--- src/rtl/sgd_sequencer.sv ---
// Control FSM for the SGD linear-regression datapath: walks epochs x points x features,
// driving sample-memory reads and the MAC / error / weight-update strobes.
module sgd_sequencer #(
    parameter int ADDR_W  = 16,
    parameter int STRIDE  = 12,
    parameter int MAC_LAT = 2
) (
    input  logic              CLK,
    input  logic              RST,
    input  logic              start,
    input  logic              load_done,
    input  logic [3:0]        feat,
    input  logic [11:0]       data_points,
    input  logic [7:0]        epoch,
    output logic [ADDR_W-1:0] rd_addr,
    output logic              rd_en,
    output logic              acc_clr,
    output logic              mac_en,
    output logic              err_en,
    output logic              upd_en,
    output logic [3:0]        w_idx,
    output logic              busy,
    output logic              SGD_DONE,
    output logic [7:0]        epoch_cnt,
    output logic [11:0]       pt_cnt
);

    typedef enum logic [2:0] {
        S_IDLE, S_WAIT_LOAD, S_PRED, S_DRAIN, S_ERR, S_UPD, S_NEXT, S_DONE
    } state_t;

    state_t            state, next_state;
    logic [3:0]        feat_q;
    logic [11:0]       dp_q;
    logic [7:0]        ep_q;
    logic [3:0]        f;
    logic [2:0]        d;
    logic [ADDR_W-1:0] base;

    logic accept, cfg_zero, last_f, drain_last, last_pt, last_ep;

    assign accept     = start && (state == S_IDLE || state == S_DONE);
    assign cfg_zero   = (feat == 4'd0) || (data_points == 12'd0) || (epoch == 8'd0);
    assign last_f     = (f == feat_q - 4'd1);
    assign drain_last = (d == 3'(MAC_LAT - 1));
    assign last_pt    = (pt_cnt == dp_q - 12'd1);
    assign last_ep    = (epoch_cnt == ep_q - 8'd1);

    always_ff @(posedge CLK or posedge RST) begin
        if (RST) state <= S_IDLE;
        else     state <= next_state;
    end

    always_comb begin
        next_state = state;
        case (state)
            S_IDLE, S_DONE: if (start)
                next_state = cfg_zero ? S_DONE : (load_done ? S_PRED : S_WAIT_LOAD);
            S_WAIT_LOAD: if (load_done) next_state = S_PRED;
            S_PRED:      if (last_f) next_state = S_DRAIN;
            S_DRAIN:     if (drain_last) next_state = S_ERR;
            S_ERR:       next_state = S_UPD;
            S_UPD:       if (last_f) next_state = S_NEXT;
            S_NEXT:      next_state = (last_pt && last_ep) ? S_DONE : S_PRED;
            default:     next_state = S_IDLE;
        endcase
    end

    always_comb begin
        rd_en    = (state == S_PRED) || (state == S_ERR) || (state == S_UPD);
        rd_addr  = '0;
        if (state == S_ERR)  rd_addr = base + ADDR_W'(feat_q);
        else if (rd_en)      rd_addr = base + ADDR_W'(f);
        acc_clr  = (state == S_PRED) && (f == 4'd0);
        busy     = (state != S_IDLE) && (state != S_DONE);
        SGD_DONE = (state == S_DONE);
    end

    // Base address is stepped by STRIDE alongside pt_cnt instead of multiplying.
    always_ff @(posedge CLK or posedge RST) begin
        if (RST) begin
            feat_q    <= '0;
            dp_q      <= '0;
            ep_q      <= '0;
            f         <= '0;
            d         <= '0;
            base      <= '0;
            pt_cnt    <= '0;
            epoch_cnt <= '0;
        end else if (accept) begin
            feat_q    <= feat;
            dp_q      <= data_points;
            ep_q      <= epoch;
            f         <= '0;
            d         <= '0;
            base      <= '0;
            pt_cnt    <= '0;
            epoch_cnt <= '0;
        end else begin
            case (state)
                S_PRED, S_UPD: f <= last_f ? 4'd0 : f + 4'd1;
                S_DRAIN:       d <= drain_last ? 3'd0 : d + 3'd1;
                S_NEXT: begin
                    if (last_pt) begin
                        pt_cnt    <= '0;
                        base      <= '0;
                        epoch_cnt <= epoch_cnt + 8'd1;
                    end else begin
                        pt_cnt <= pt_cnt + 12'd1;
                        base   <= base + ADDR_W'(STRIDE);
                    end
                end
                default: ;
            endcase
        end
    end

    // Strobes lag the address phase by one cycle so they line up with rdata.
    always_ff @(posedge CLK or posedge RST) begin
        if (RST) begin
            mac_en <= 1'b0;
            err_en <= 1'b0;
            upd_en <= 1'b0;
            w_idx  <= '0;
        end else begin
            mac_en <= (state == S_PRED);
            err_en <= (state == S_ERR);
            upd_en <= (state == S_UPD);
            w_idx  <= (state == S_PRED || state == S_UPD) ? f : 4'd0;
        end
    end

endmodule
--- config.mk ---
export PLATFORM = sky130hd
export DESIGN_NAME = sgd_sequencer
export DESIGN_NICKNAME = d
export VERILOG_FILES = /design/src/rtl/sgd_sequencer.sv
export SDC_FILE = /design/constraint.sdc
export NUM_CORES = 1
export LEC_CHECK = 0
export BUFFER_PORTS_ARGS = -buffer_cell sky130_fd_sc_hd__buf_2
export CAP_MARGIN = 20
export CORE_AREA = 2 2 104 81
export CTS_CLUSTER_SIZE = 24
export DETAILED_ROUTE_END_ITERATION = 7
export DIE_AREA = 0 0 106 83
export PLACE_DENSITY = 0.84
export SKIP_CTS_REPAIR_TIMING = 1
export SYNTH_ARGS = -nofsm -noshare
export SYNTH_HDL_FRONTEND = slang
export SYNTH_SLANG_ARGS = --single-unit
--- constraint.sdc ---
create_clock -name CLK -period 3.8 [get_ports CLK]
set_clock_uncertainty 0.15 [all_clocks]
set_input_delay 0.19 -clock CLK [delete_from_list [all_inputs] [get_ports CLK]]
set_output_delay 0.19 -clock CLK [all_outputs]
set_load 0.01 [all_outputs]
Word-level counts from Yosys, hierarchy flattened:

Cells that the tools add are included.
Widths: inputs -> output; s select.

* add/sub/neg operators: 10
* eq/ne operators: 17
* muxes and demuxes: 27
* reduce and logical (&&, ||, !) cells: 24

Operator list (number)
* $mux 16: 5
* $mux 12: 3
* $add 16x4->16: 2
* $mux 3: 10
* $mux 8: 3
* $pmux 3 s7: 1
* $add 16x4->16 const B: 1
* $mux 4: 4
* $add 12x1->12 const B: 1
* $eq 12x12->1: 1
* $eq 3x3->1 const B: 4
* $logic_not 12->1: 1
* $sub 12x1->12 const B: 1
* $ne 2x2->1 const B: 5
* $add 8x1->8 const B: 1
* $eq 8x8->1: 1
* $logic_not 4->1: 2
* $logic_not 8->1: 1
* $reduce_bool 2->1: 4
* $sub 8x1->8 const B: 1
* $eq 3x1->1 const B: 2
* $eq 3x2->1 const B: 2
* $logic_or 1x1->1: 6
* $reduce_and 5->1: 1
* 11 further kinds: 15

* bits in registers: 77
* output and inout port bits: 47
* word-level logic and storage cells: 91

Logic depth before layout (Yosys ltp):

Gate-level depths: netlist of run 1.

* depth in word-level cells: 6
* mapped depth: 11

Worst setup path before layout of run 1:

OpenSTA, ideal clock, no wires.

* kind: reg-to-reg
* from: reg dp_q[2]
* to: reg pt_cnt[8]
* library setup time: 119 ps
* arrival: 2227 ps
* slack: 1305 ps
* cell stages (with the launch flop): 9
* buffers on the path: 1
* period minus slack after synthesis: 2495 ps
* cell sequence: dfrtp_1 -> nor4_4 -> nand3_1 -> a21boi_4 -> nor4_4 -> nor4b_4 -> or2_4 -> buf_6 -> nor2_1

* longest elaborated chain between the ends: 5

RTL lines
* start, declared: line 34 `logic [11:0] dp_q;`
* start signal, assigned: line 92 `dp_q <= data_points;`
* $sub 12x1->12: line 46 `assign last_pt = (pt_cnt == dp_q - 12'd1);`
* $eq 12x12->1: line 46
* $mux 12: line 104 `if (last_pt) begin`
* $mux 12: line 100 `case (state)`
* $mux 12: line 90 `end else if (accept) begin`
* end signal, assigned: line 109 `pt_cnt <= pt_cnt + 12'd1;`
* end, declared: line 25 `output logic [11:0] pt_cnt`

No other way between the ends. The select of a mux whose other input is x is not followed.
A chain may end at the register's enable or synchronous reset.

Worst setup path in the final report of run 1:

* from: reg state[1]
* to: out rd_addr[12]

* longest elaborated chain between the ends: 5

RTL lines
* start, declared: line 32 `state_t state, next_state;`
* start signal, assigned: line 51 `else state <= next_state;`
* $eq 3x2->1 or $eq 3x3->1 (tied branches): line 70, 72
* $logic_or 1x1->1 (2 in series): line 70 `rd_en = (state == S_PRED) || (state == S_ERR) || (state == S_UPD);`
* $mux 16: line 73 `else if (rd_en) rd_addr = base + ADDR_W'(f);`
* $mux 16 *: line 72 `if (state == S_ERR) rd_addr = base + ADDR_W'(feat_q);`
* end, declared: line 15 `output logic [ADDR_W-1:0] rd_addr,`

Every way passes the cells marked *; elsewhere a longest branch is shown, timed or not.

==> key figures, run 1 <==
Pwr
  • Power density over the cells: 673 nW/µm²
  • Max rail drop VDD: 0.403 mV
  • Pleak: 2.61 nW

Finish
  • Design area: 5590 µm²
  • Number of nets at the end of the flow: 693
  • Fraction of final layout cells with drive strength greater than 1: 17.0%
  • Number of non-filler instances in the completed layout: 763
  • Highest-count cells in the layout ignoring fill and taps: 103 x sky130_fd_sc_hd__nand2_1, 75 x sky130_fd_sc_hd__dfrtp_1, 74 x sky130_fd_sc_hd__buf_2, 52 x sky130_fd_sc_hd__nor2_1, 37 x sky130_fd_sc_hd__o21ai_0
  • FILL cells: 596
  • Antenna fix cells: 0
  • Commonest non-fill, non-tap cell in the layout: sky130_fd_sc_hd__nand2_1
  • Layout area overhead: 19.3%

GRT
  • Overall Global Routing Usage: 28.0%
  • Global-route wire length before repair: 20,100 µm
  • Total congestion overflow after global routing: 0
  • Pin count of the biggest net entering global routing: 52
  • Vias in the first global route: 4,206
  • Number of antenna violations at the first check in global routing: 0

Drt
  • # DRC: 0
  • Routed vias: 4,590
  • Average detailed-routed wire length per instance: 16.1 µm
  • Number of DRC markers in iteration 0: 361
  • Number of iterations in the first detailed-routing pass: 5
  • Post-detailed-routing wire length: 12,300 µm
  • Final ANT Viol Nets: 0
  • Drt via density: 6.02

Die
  • Overall die height: 83 µm
  • Horizontal die dimension: 106 µm
  • Top-level port count: 75
  • Area of the placeable core: 7740 µm²
  • Number of placement rows: 28
  • Starting density of the core: 60.6%
  • DIE AREA: 8800 µm²

Worst hold path
  • Worst min-delay path startpoint: start
  • WHS Path Cells: 4
  • Worst hold-check path type: in2reg
  • Worst hold endpoint: d[0]$_DFFE_PP0P_

Clock network
  • Clk Tree Root Cell: sky130_fd_sc_hd__clkbuf_8
  • Clk slew on worst S/H paths: 80 ps
  • TritonCTS sink count: 75
  • Maximum level of the CTS H-tree: 3
  • TritonCTS clock tree: yes
  • CTS Buffer Depth: 2
  • Latest clock arrival within the worst-skew pair: 350 ps
  • Total clock buffers created by CTS: 9

Worst setup path
  • Arrival time worst endpoint: 2680 ps
  • Register-to-Register Setup Slack: 1090 ps
  • Crit Reg-Reg Startpoint: dp_q[2]$_DFFE_PP0P_
  • Register-to-Register Path Depth: 7
  • Setup CP Type: reg2out
  • Crit path capture type: output port
  • Worst Path Max Fanout: 15
  • Worst setup SP type: register
  • Worst EP required: 3460 ps
  • Terminus of the critical flop-to-flop path: pt_cnt[7]$_DFFE_PP0P_

Yosys
  • Number of different library cells in the post-synthesis netlist: 59
  • Proportion of synthesized flip-flops having asynchronous set or reset: 100%
  • Synth top area cells: sky130_fd_sc_hd__dfrtp_1 40%, sky130_fd_sc_hd__nand2_1 8.2%, sky130_fd_sc_hd__xnor2_1 5.6%, sky130_fd_sc_hd__nor2_1 4.2%, sky130_fd_sc_hd__o21ai_0 3.9%
  • Sequential element share of the synthesized area: 40.0%
  • Fraction of post-synthesis cell area in the top cell type by area: 40.0%
  • Synthesized net count: 603
  • Mean post-synth cell area: 8.33 µm²
  • Area of the mapped netlist: 4690 µm²
  • Number of enable flip-flop cells after synthesis: 0
  • Synth Register Bits: 75
  • Top_reg_cell synth: sky130_fd_sc_hd__dfrtp_1
  • Number of instances in the synthesized netlist: 563
  • Total number of yosys warnings: 0
  • Most area-hungry cell type in the Yosys netlist: sky130_fd_sc_hd__dfrtp_1

STA
  • Final setup vio count: 0
  • Total count of hold-check failures in the final report: 0
  • Final Max Slew Viols: 0
  • Total Negative Setup Slacks: 0 ps
  • Slew at the pin with the worst max-slew slack: 837 ps
  • Setup repair after global routing missed its margin: false
  • Min cycle time layout: 3020 ps
  • Maximum frequency from static timing analysis: 0.331 GHz
  • Remaining max-slew budget at the tightest pin: 44.0%
  • Final worst-path cycle share: 79.5%

Status
  • Result of the run: finished, final reports clean

Place
  • Cell total after placement: 722
  • Final weighted congestion in routability-driven placement: 0.916
  • HPWL after DPL: 8590 µm
  • Post-place instance area: 5130 µm²
  • IO buf count: 74

Flow run
  • Max-cap violations: 0
[synth_stat cells, drive strengths merged, types with 6 or more instances]
library cell and number:
o21ai 38, ha 12, nand4 14, xnor2 30, and3 13, inv 18
a31oi 9, nor4 12, nand2 103, nor3 19, dfrtp 75, xor2 16
o22ai 7, nand3 23, a21oi 27, a22o 6, clkbuf 21, nor2 54
[critical path: stages, from the launching register on]
cell	delay, ps
sky130_fd_sc_hd__dfrtp_1	590
sky130_fd_sc_hd__inv_1	190
sky130_fd_sc_hd__nor3_1	440
sky130_fd_sc_hd__or2_2	370
sky130_fd_sc_hd__nor2_1	170
sky130_fd_sc_hd__o21ai_0	230
sky130_fd_sc_hd__nand2_1	90
sky130_fd_sc_hd__o21ai_0	90
sky130_fd_sc_hd__buf_2	150
[worst max-delay path by stage]
stage | start | to | slack [ps] | depth (start not counted)
CTS | state[1]$_DFFE_PP0P_ | rd_addr[12] | 850 | 8
global route | state[1]$_DFFE_PP0P_ | rd_addr[12] | 580 | 8
floorplan | dp_q[2]$_DFFE_PP0P_ | pt_cnt[8]$_DFFE_PP0P_ | 1300 | 8
detailed placement | dp_q[2]$_DFFE_PP0P_ | pt_cnt[7]$_DFFE_PP0P_ | 1070 | 7
global placement | dp_q[2]$_DFFE_PP0P_ | base[8]$_DFFE_PP0P_ | 1160 | 7
finish | state[1]$_DFFE_PP0P_ | rd_addr[12] | 780 | 8
[per-layer routing]
layer / part of all wire, % / track usage (%) / wire, µm
met5: 0 / 0 / 0
met4: 1.2 / 6.34 / 143
met3: 6.5 / 6.51 / 793
met2: 47 / 43.0 / 5780
met1: 45 / 40.5 / 5570
[through the flow]
stage               power, mW  utilization (%)  hold slack (ps)  setup slack, ps
floorplan                2.61                -              145             1300
global placement         2.96             66.2              104             1160
detailed placement       3.04             66.2              114             1070
CTS                      3.72             69.0             -265              851
global route             4.05             72.2              172              578
finish                   3.76             72.2              129              779
[cells by family after synthesis]
group           Yosys count  synth area share, %
mux                       3                0.641
flops                    75                 40.0
fa+ha+maj                12                 3.20
simple gates            265                 27.4
buf+inv                  42                 3.58
compound gates          120                 16.5
xor+xnor                 46                 8.59
[registers in the layout, summed over array words and instances, names as in the netlist]
signal	cells
dp_q	12
mac_en	1
state	3
ep_q	8
pt_cnt	12
w_idx	4
err_en	1
d	3
epoch_cnt	8
upd_en	1
base	14
feat_q	4
f	4
[power by group]
group	total (mW)	switching [mW]	internal (mW)
Sequential	1.36	0.345	1.02
Combinational	1.72	0.996	0.724
Clock	0.679	0.312	0.367
[final cells by class]
| cell class | count | area [µm²] | area share (%) |
|---|---|---|---|
| Multi-Input combinational cell | 446 | 2650 | 47.4 |
| Sequential cell | 75 | 1880 | 33.6 |
| Timing Repair Buffer | 103 | 651 | 11.6 |
| Tap cell | 105 | 131 | 2.35 |
| Clock buffer | 9 | 124 | 2.21 |
| Clock inverter | 7 | 92.6 | 1.66 |
| Inverter | 18 | 67.6 | 1.21 |
No activity file was read; power rests on OpenSTA's default activity.
==> inputs of run 2 (changes only) <==
Settings changed: CORE_AREA 2 2 104 81 to 2 2 108 84, DIE_AREA 0 0 106 83 to 0 0 110 86, PLACE_DENSITY 0.84 to 0.79.
Clock period 3.8 ns to 3.07 ns, I/O delays scaled along.
==> run 2 against run 1 <==
Sequential share of layout area is 0.13 points lower. Total power is 22% higher. Global-route usage is 0.41 points lower. Hold slack worse by 47 ps. Register-to-register slack worse by 800 ps. Non-clock buffer count is 7 higher.
==> key figures, run 2 (synthesis gave the netlist of run 1 again) <==
Status
  • Result of the run: finished, final reports clean

Die
  • Top-level port count: 75
  • Starting density of the core: 56.4%
  • Area of the placeable core: 8310 µm²
  • DIE AREA: 9460 µm²
  • Overall die height: 86 µm
  • Number of placement rows: 29
  • Horizontal die dimension: 110 µm

STA
  • Slew at the pin with the worst max-slew slack: 576 ps
  • Maximum frequency from static timing analysis: 0.348 GHz
  • Total Negative Setup Slacks: 0 ps
  • Final worst-path cycle share: 93.5%
  • Total count of hold-check failures in the final report: 0
  • Remaining max-slew budget at the tightest pin: 61.2%
  • Final Max Slew Viols: 0
  • Final setup vio count: 0
  • Setup repair after global routing missed its margin: false
  • Min cycle time layout: 2870 ps

Worst setup path
  • Crit path capture type: output port
  • Crit Reg-Reg Startpoint: dp_q[2]$_DFFE_PP0P_
  • Arrival time worst endpoint: 2570 ps
  • Worst setup SP type: register
  • Terminus of the critical flop-to-flop path: epoch_cnt[4]$_DFFE_PP0P_
  • Register-to-Register Path Depth: 7
  • Setup CP Type: reg2out
  • Worst Path Max Fanout: 15
  • Register-to-Register Setup Slack: 290 ps
  • Worst EP required: 2770 ps

Place
  • Cell total after placement: 731
  • HPWL after DPL: 8950 µm
  • Final weighted congestion in routability-driven placement: 0.919
  • Post-place instance area: 5170 µm²
  • IO buf count: 74

Finish
  • Fraction of final layout cells with drive strength greater than 1: 17.9%
  • Commonest non-fill, non-tap cell in the layout: sky130_fd_sc_hd__nand2_1
  • Number of nets at the end of the flow: 700
  • FILL cells: 696
  • FF/Latch Area: 1880 µm²
  • Largest register by flop count: base
  • Multi-input gate area in the final layout: 2660 µm²
  • Design area: 5620 µm²
  • Number of non-filler instances in the completed layout: 772
  • Layout area overhead: 19.8%
  • Highest-count cells in the layout ignoring fill and taps: 103 x sky130_fd_sc_hd__nand2_1, 74 x sky130_fd_sc_hd__dfrtp_1, 74 x sky130_fd_sc_hd__buf_2, 52 x sky130_fd_sc_hd__nor2_1, 37 x sky130_fd_sc_hd__o21ai_0
  • Flip-flop count of the largest register, all copies and words added: 14
  • Antenna fix cells: 0
  • Registers with the most flip-flops: base: 14 flops, dp_q: 12 flops, pt_cnt: 12 flops

GRT
  • Global-route met1 utilization: 38.9%
  • Global-route wire length before repair: 20,300 µm
  • Number of antenna violations at the first check in global routing: 0
  • Overall Global Routing Usage: 27.6%
  • Vias in the first global route: 4,198
  • Met2 track utilization from global routing: 42.3%
  • Layer carrying the most global-route usage: met2
  • Pin count of the biggest net entering global routing: 31
  • Total congestion overflow after global routing: 0
  • Met3 Resource Use GR: 5.55%

Drt
  • Drt via density: 5.86
  • # DRC: 0
  • Average detailed-routed wire length per instance: 16.0 µm
  • Post-detailed-routing wire length: 12,400 µm
  • Number of DRC markers in iteration 0: 282
  • Final ANT Viol Nets: 0
  • Number of iterations in the first detailed-routing pass: 5
  • Routed vias: 4,524

Clock network
  • TritonCTS clock tree: yes
  • CTS Buffer Depth: 2
  • Total clock buffers created by CTS: 9
  • TritonCTS sink count: 75
  • Maximum level of the CTS H-tree: 3
  • Clk slew on worst S/H paths: 80 ps
  • Latest clock arrival within the worst-skew pair: 360 ps
  • Clk Tree Root Cell: sky130_fd_sc_hd__clkbuf_8

Pwr
  • Power density over the cells: 814 nW/µm²
  • Pleak: 2.63 nW
  • Max rail drop VDD: 0.469 mV

Worst hold path
  • WHS Path Cells: 3
  • Worst hold-check path type: in2reg
  • Worst min-delay path startpoint: load_done
  • Worst hold endpoint: state[1]$_DFFE_PP0P_

Flow run
  • Max-cap violations: 0
## run 2: area by class of cell
class                   count  area share (%)
multi-input cells         446            47.3
flip-flops and latches     75            33.4
clock buffers              13            3.01
inverters                  18            1.20
clock inverters             2           0.178
well taps                 108            2.41
repair buffers            110            12.5
## run 2: how the worst max path moves through the flow
| stage | endpoint | startpoint |
|---|---|---|
| final | rd_addr[12] | state[1]$_DFFE_PP0P_ |
| after CTS | rd_addr[14] | state[1]$_DFFE_PP0P_ |
| after global placement | base[8]$_DFFE_PP0P_ | dp_q[2]$_DFFE_PP0P_ |
| after detailed placement | pt_cnt[2]$_DFFE_PP0P_ | dp_q[2]$_DFFE_PP0P_ |
| after floorplan | pt_cnt[8]$_DFFE_PP0P_ | dp_q[2]$_DFFE_PP0P_ |
| after global routing | rd_addr[8] | state[1]$_DFFE_PP0P_ |
## run 2: routing by layer
| metal | routed length (µm) | up-vias |
|---|---|---|
| met5 | 0 | - |
| met4 | 245 | 0 |
| met3 | 771 | 27 |
| met2 | 5690 | 166 |
| met1 | 5660 | 2142 |
| li1 | - | 2189 |
## run 2: critical path, cell delays in order, from the launching register on
cell and delay [ps]:
sky130_fd_sc_hd__dfrtp_1 610, sky130_fd_sc_hd__inv_1 210, sky130_fd_sc_hd__nor3_2 340, sky130_fd_sc_hd__or2_2 350
sky130_fd_sc_hd__nor2_1 150, sky130_fd_sc_hd__o21ai_0 170, sky130_fd_sc_hd__nand2_1 60, sky130_fd_sc_hd__o21ai_0 120
sky130_fd_sc_hd__buf_2 180
## run 2: stage by stage
stage	setup WS, ps	util (%)	power [mW]	hold WS (ps)
after global routing	2.96	67.6	4.95	94.1
after detailed placement	228	62.3	3.81	22.9
final	199	67.6	4.57	81.7
after global placement	409	62.3	3.70	18.6
after CTS	82.7	64.4	4.53	-373
after floorplan	575	-	3.22	109
## run 2: power breakdown
group          leakage [nW]  internal [mW]  switching, mW
clock network        0.0953          0.353          0.372
logic                  1.56          0.931           1.25
registers             0.982           1.26          0.405
total                  2.63           2.54           2.03
==> inputs of run 3 (changes only) <==
Settings changed: BUFFER_PORTS_ARGS -buffer_cell sky130_fd_sc_hd__buf_2 to -buffer_cell sky130_fd_sc_hd__clkbuf_2.
==> run 3 against run 2 <==
Sequential power barely moved. Cell count up 0.13%. Total power is 2.8% higher. Critical path depth unchanged. Flip-flop and latch count stayed put. Global-route usage rose by 0.15 points. Register-to-register slack improved by 30 ps. Critical endpoint is now rd_addr[13]. Die area unchanged. Hold slack worse by 9.1 ps. Final area increased by 0.69%.
==> key figures, run 3 (synthesis gave the netlist of run 1 again) <==
STA
  • Min cycle time layout: 2960 ps
  • Final worst-path cycle share: 96.4%
  • Remaining max-slew budget at the tightest pin: 44.6%
  • Worst setup slack after layout: 111 ps
  • Total Negative Setup Slacks: 0 ps
  • Total count of hold-check failures in the final report: 0
  • Final setup vio count: 0
  • Slew at the pin with the worst max-slew slack: 828 ps
  • Final Max Slew Viols: 0
  • Setup repair after global routing missed its margin: false
  • Maximum frequency from static timing analysis: 0.338 GHz

Worst hold path
  • Worst hold endpoint: state[1]$_DFFE_PP0P_
  • Worst hold-check path type: in2reg
  • WHS Path Cells: 3
  • Worst min-delay path startpoint: load_done

Flow run
  • Max-cap violations: 0

Drt
  • Average detailed-routed wire length per instance: 16.5 µm
  • Final ANT Viol Nets: 0
  • Post-detailed-routing wire length: 12,800 µm
  • Drt via density: 6.03
  • # DRC: 0
  • Number of iterations in the first detailed-routing pass: 5
  • Routed vias: 4,658
  • Number of DRC markers in iteration 0: 372

Die
  • Area of the placeable core: 8310 µm²
  • Top-level port count: 75
  • Horizontal die dimension: 110 µm
  • Number of placement rows: 29
  • Starting density of the core: 56.4%
  • DIE AREA: 9460 µm²
  • Overall die height: 86 µm

Finish
  • Commonest non-fill, non-tap cell in the layout: sky130_fd_sc_hd__nand2_1
  • Registers with the most flip-flops: base: 14 flops, dp_q: 12 flops, pt_cnt: 12 flops
  • Fraction of final layout cells with drive strength greater than 1: 18.0%
  • Number of nets at the end of the flow: 700
  • FF/Latch Area: 1880 µm²
  • Highest-count cells in the layout ignoring fill and taps: 103 x sky130_fd_sc_hd__nand2_1, 74 x sky130_fd_sc_hd__dfrtp_1, 74 x sky130_fd_sc_hd__clkbuf_2, 52 x sky130_fd_sc_hd__nor2_1, 37 x sky130_fd_sc_hd__o21ai_0
  • Flip-flop count of the largest register, all copies and words added: 14
  • Layout area overhead: 20.7%
  • Antenna fix cells: 0
  • Multi-input gate area in the final layout: 2660 µm²
  • Largest register by flop count: base
  • Design area: 5660 µm²
  • FILL cells: 682

Clock network
  • TritonCTS sink count: 75
  • Maximum level of the CTS H-tree: 3
  • CTS Buffer Depth: 2
  • Latest clock arrival within the worst-skew pair: 360 ps
  • Total clock buffers created by CTS: 9
  • Clk slew on worst S/H paths: 80 ps
  • Clk Tree Root Cell: sky130_fd_sc_hd__clkbuf_8
  • TritonCTS clock tree: yes

Place
  • Post-placement worst setup slack: 253 ps
  • Final weighted congestion in routability-driven placement: 0.912
  • Post-place instance area: 5170 µm²
  • IO buf count: 74
  • HPWL after DPL: 9040 µm

Pwr
  • Max rail drop VDD: 0.411 mV
  • Pleak: 2.62 nW
  • Total power consumption of the routed design: 4.70 mW
  • Power density over the cells: 831 nW/µm²

GRT
  • Vias in the first global route: 4,299
  • Pin count of the biggest net entering global routing: 30
  • Global-route wire length before repair: 20,600 µm
  • Total congestion overflow after global routing: 0
  • Overall Global Routing Usage: 27.8%
  • Number of antenna violations at the first check in global routing: 0

Worst setup path
  • Crit Reg-Reg Startpoint: dp_q[2]$_DFFE_PP0P_
  • Worst EP required: 2770 ps
  • Setup CP Type: reg2out
  • Terminus of the critical flop-to-flop path: epoch_cnt[0]$_DFFE_PP0P_
  • Arrival time worst endpoint: 2660 ps
  • Crit path capture type: output port
  • Register-to-Register Setup Slack: 320 ps
  • Worst setup SP type: register
  • Worst Path Max Fanout: 6
  • Register-to-Register Path Depth: 9

Status
  • Result of the run: finished, final reports clean
==> run 3: changes by cell type in the layout (fill, tap and decap cells not counted) <==
cell                         delta
sky130_fd_sc_hd__bufinv_16      +2
sky130_fd_sc_hd__clkinv_4       +2
sky130_fd_sc_hd__buf_2         -74
sky130_fd_sc_hd__clkbuf_8       -3
sky130_fd_sc_hd__clkinv_2       -1
sky130_fd_sc_hd__clkbuf_2      +74
sky130_fd_sc_hd__clkinvlp_4     +1
==> run 3: metal layers <==
layer | up-vias | track usage, % | part of all wire (%)
li1 | 2194 | - | -
met1 | 2224 | 39.5 | 43
met2 | 219 | 43.4 | 48
met3 | 21 | 5.78 | 8.1
met4 | 0 | 6.79 | 1.5
met5 | - | 0 | 0
==> run 3: per-stage QoR <==
stage / hold WS, ps / util (%) / cells
floorplan: 109 / - / 563
finish: 72.5 / 68.1 / 773
CTS: -376 / 64.8 / 746
global placement: 1.57 / 62.2 / 730
detailed placement: 8.45 / 62.2 / 730
global route: 111 / 68.1 / 773
==> run 3: final cells by class <==
cell class              instances  share of cell area, %
repair buffers                110                   12.4
clock inverters                 6                   1.59
inverters                      18                   1.19
clock buffers                  10                   2.26
well taps                     108                   2.39
flip-flops and latches         75                   33.2
multi-input cells             446                   46.9
==> run 3: how the worst max path moves through the flow <==
stage,endpoint,startpoint
finish,rd_addr[13],feat_q[3]$_DFFE_PP0P_
global route,rd_addr[5],state[1]$_DFFE_PP0P_
CTS,rd_addr[13],state[1]$_DFFE_PP0P_
detailed placement,base[5]$_DFFE_PP0P_,dp_q[2]$_DFFE_PP0P_
global placement,base[8]$_DFFE_PP0P_,dp_q[2]$_DFFE_PP0P_
floorplan,pt_cnt[8]$_DFFE_PP0P_,dp_q[2]$_DFFE_PP0P_
==> run 3: critical path, cell delays in order (launching register included) <==
cell                       delay, ps
sky130_fd_sc_hd__dfrtp_1         440
sky130_fd_sc_hd__ha_1            340
sky130_fd_sc_hd__a21oi_1         110
sky130_fd_sc_hd__nor2_1          340
sky130_fd_sc_hd__nand3_1         240
sky130_fd_sc_hd__o22ai_1         300
sky130_fd_sc_hd__a31oi_1         140
sky130_fd_sc_hd__a31oi_1         230
sky130_fd_sc_hd__clkbuf_2        170
==> run 3: where the power goes <==
| group | internal, mW | total, mW | switching [mW] |
|---|---|---|---|
| logic | 0.918 | 2.18 | 1.26 |
| registers | 1.26 | 1.68 | 0.420 |
| clock network | 0.459 | 0.844 | 0.385 |
| total | 2.64 | 4.70 | 2.07 |
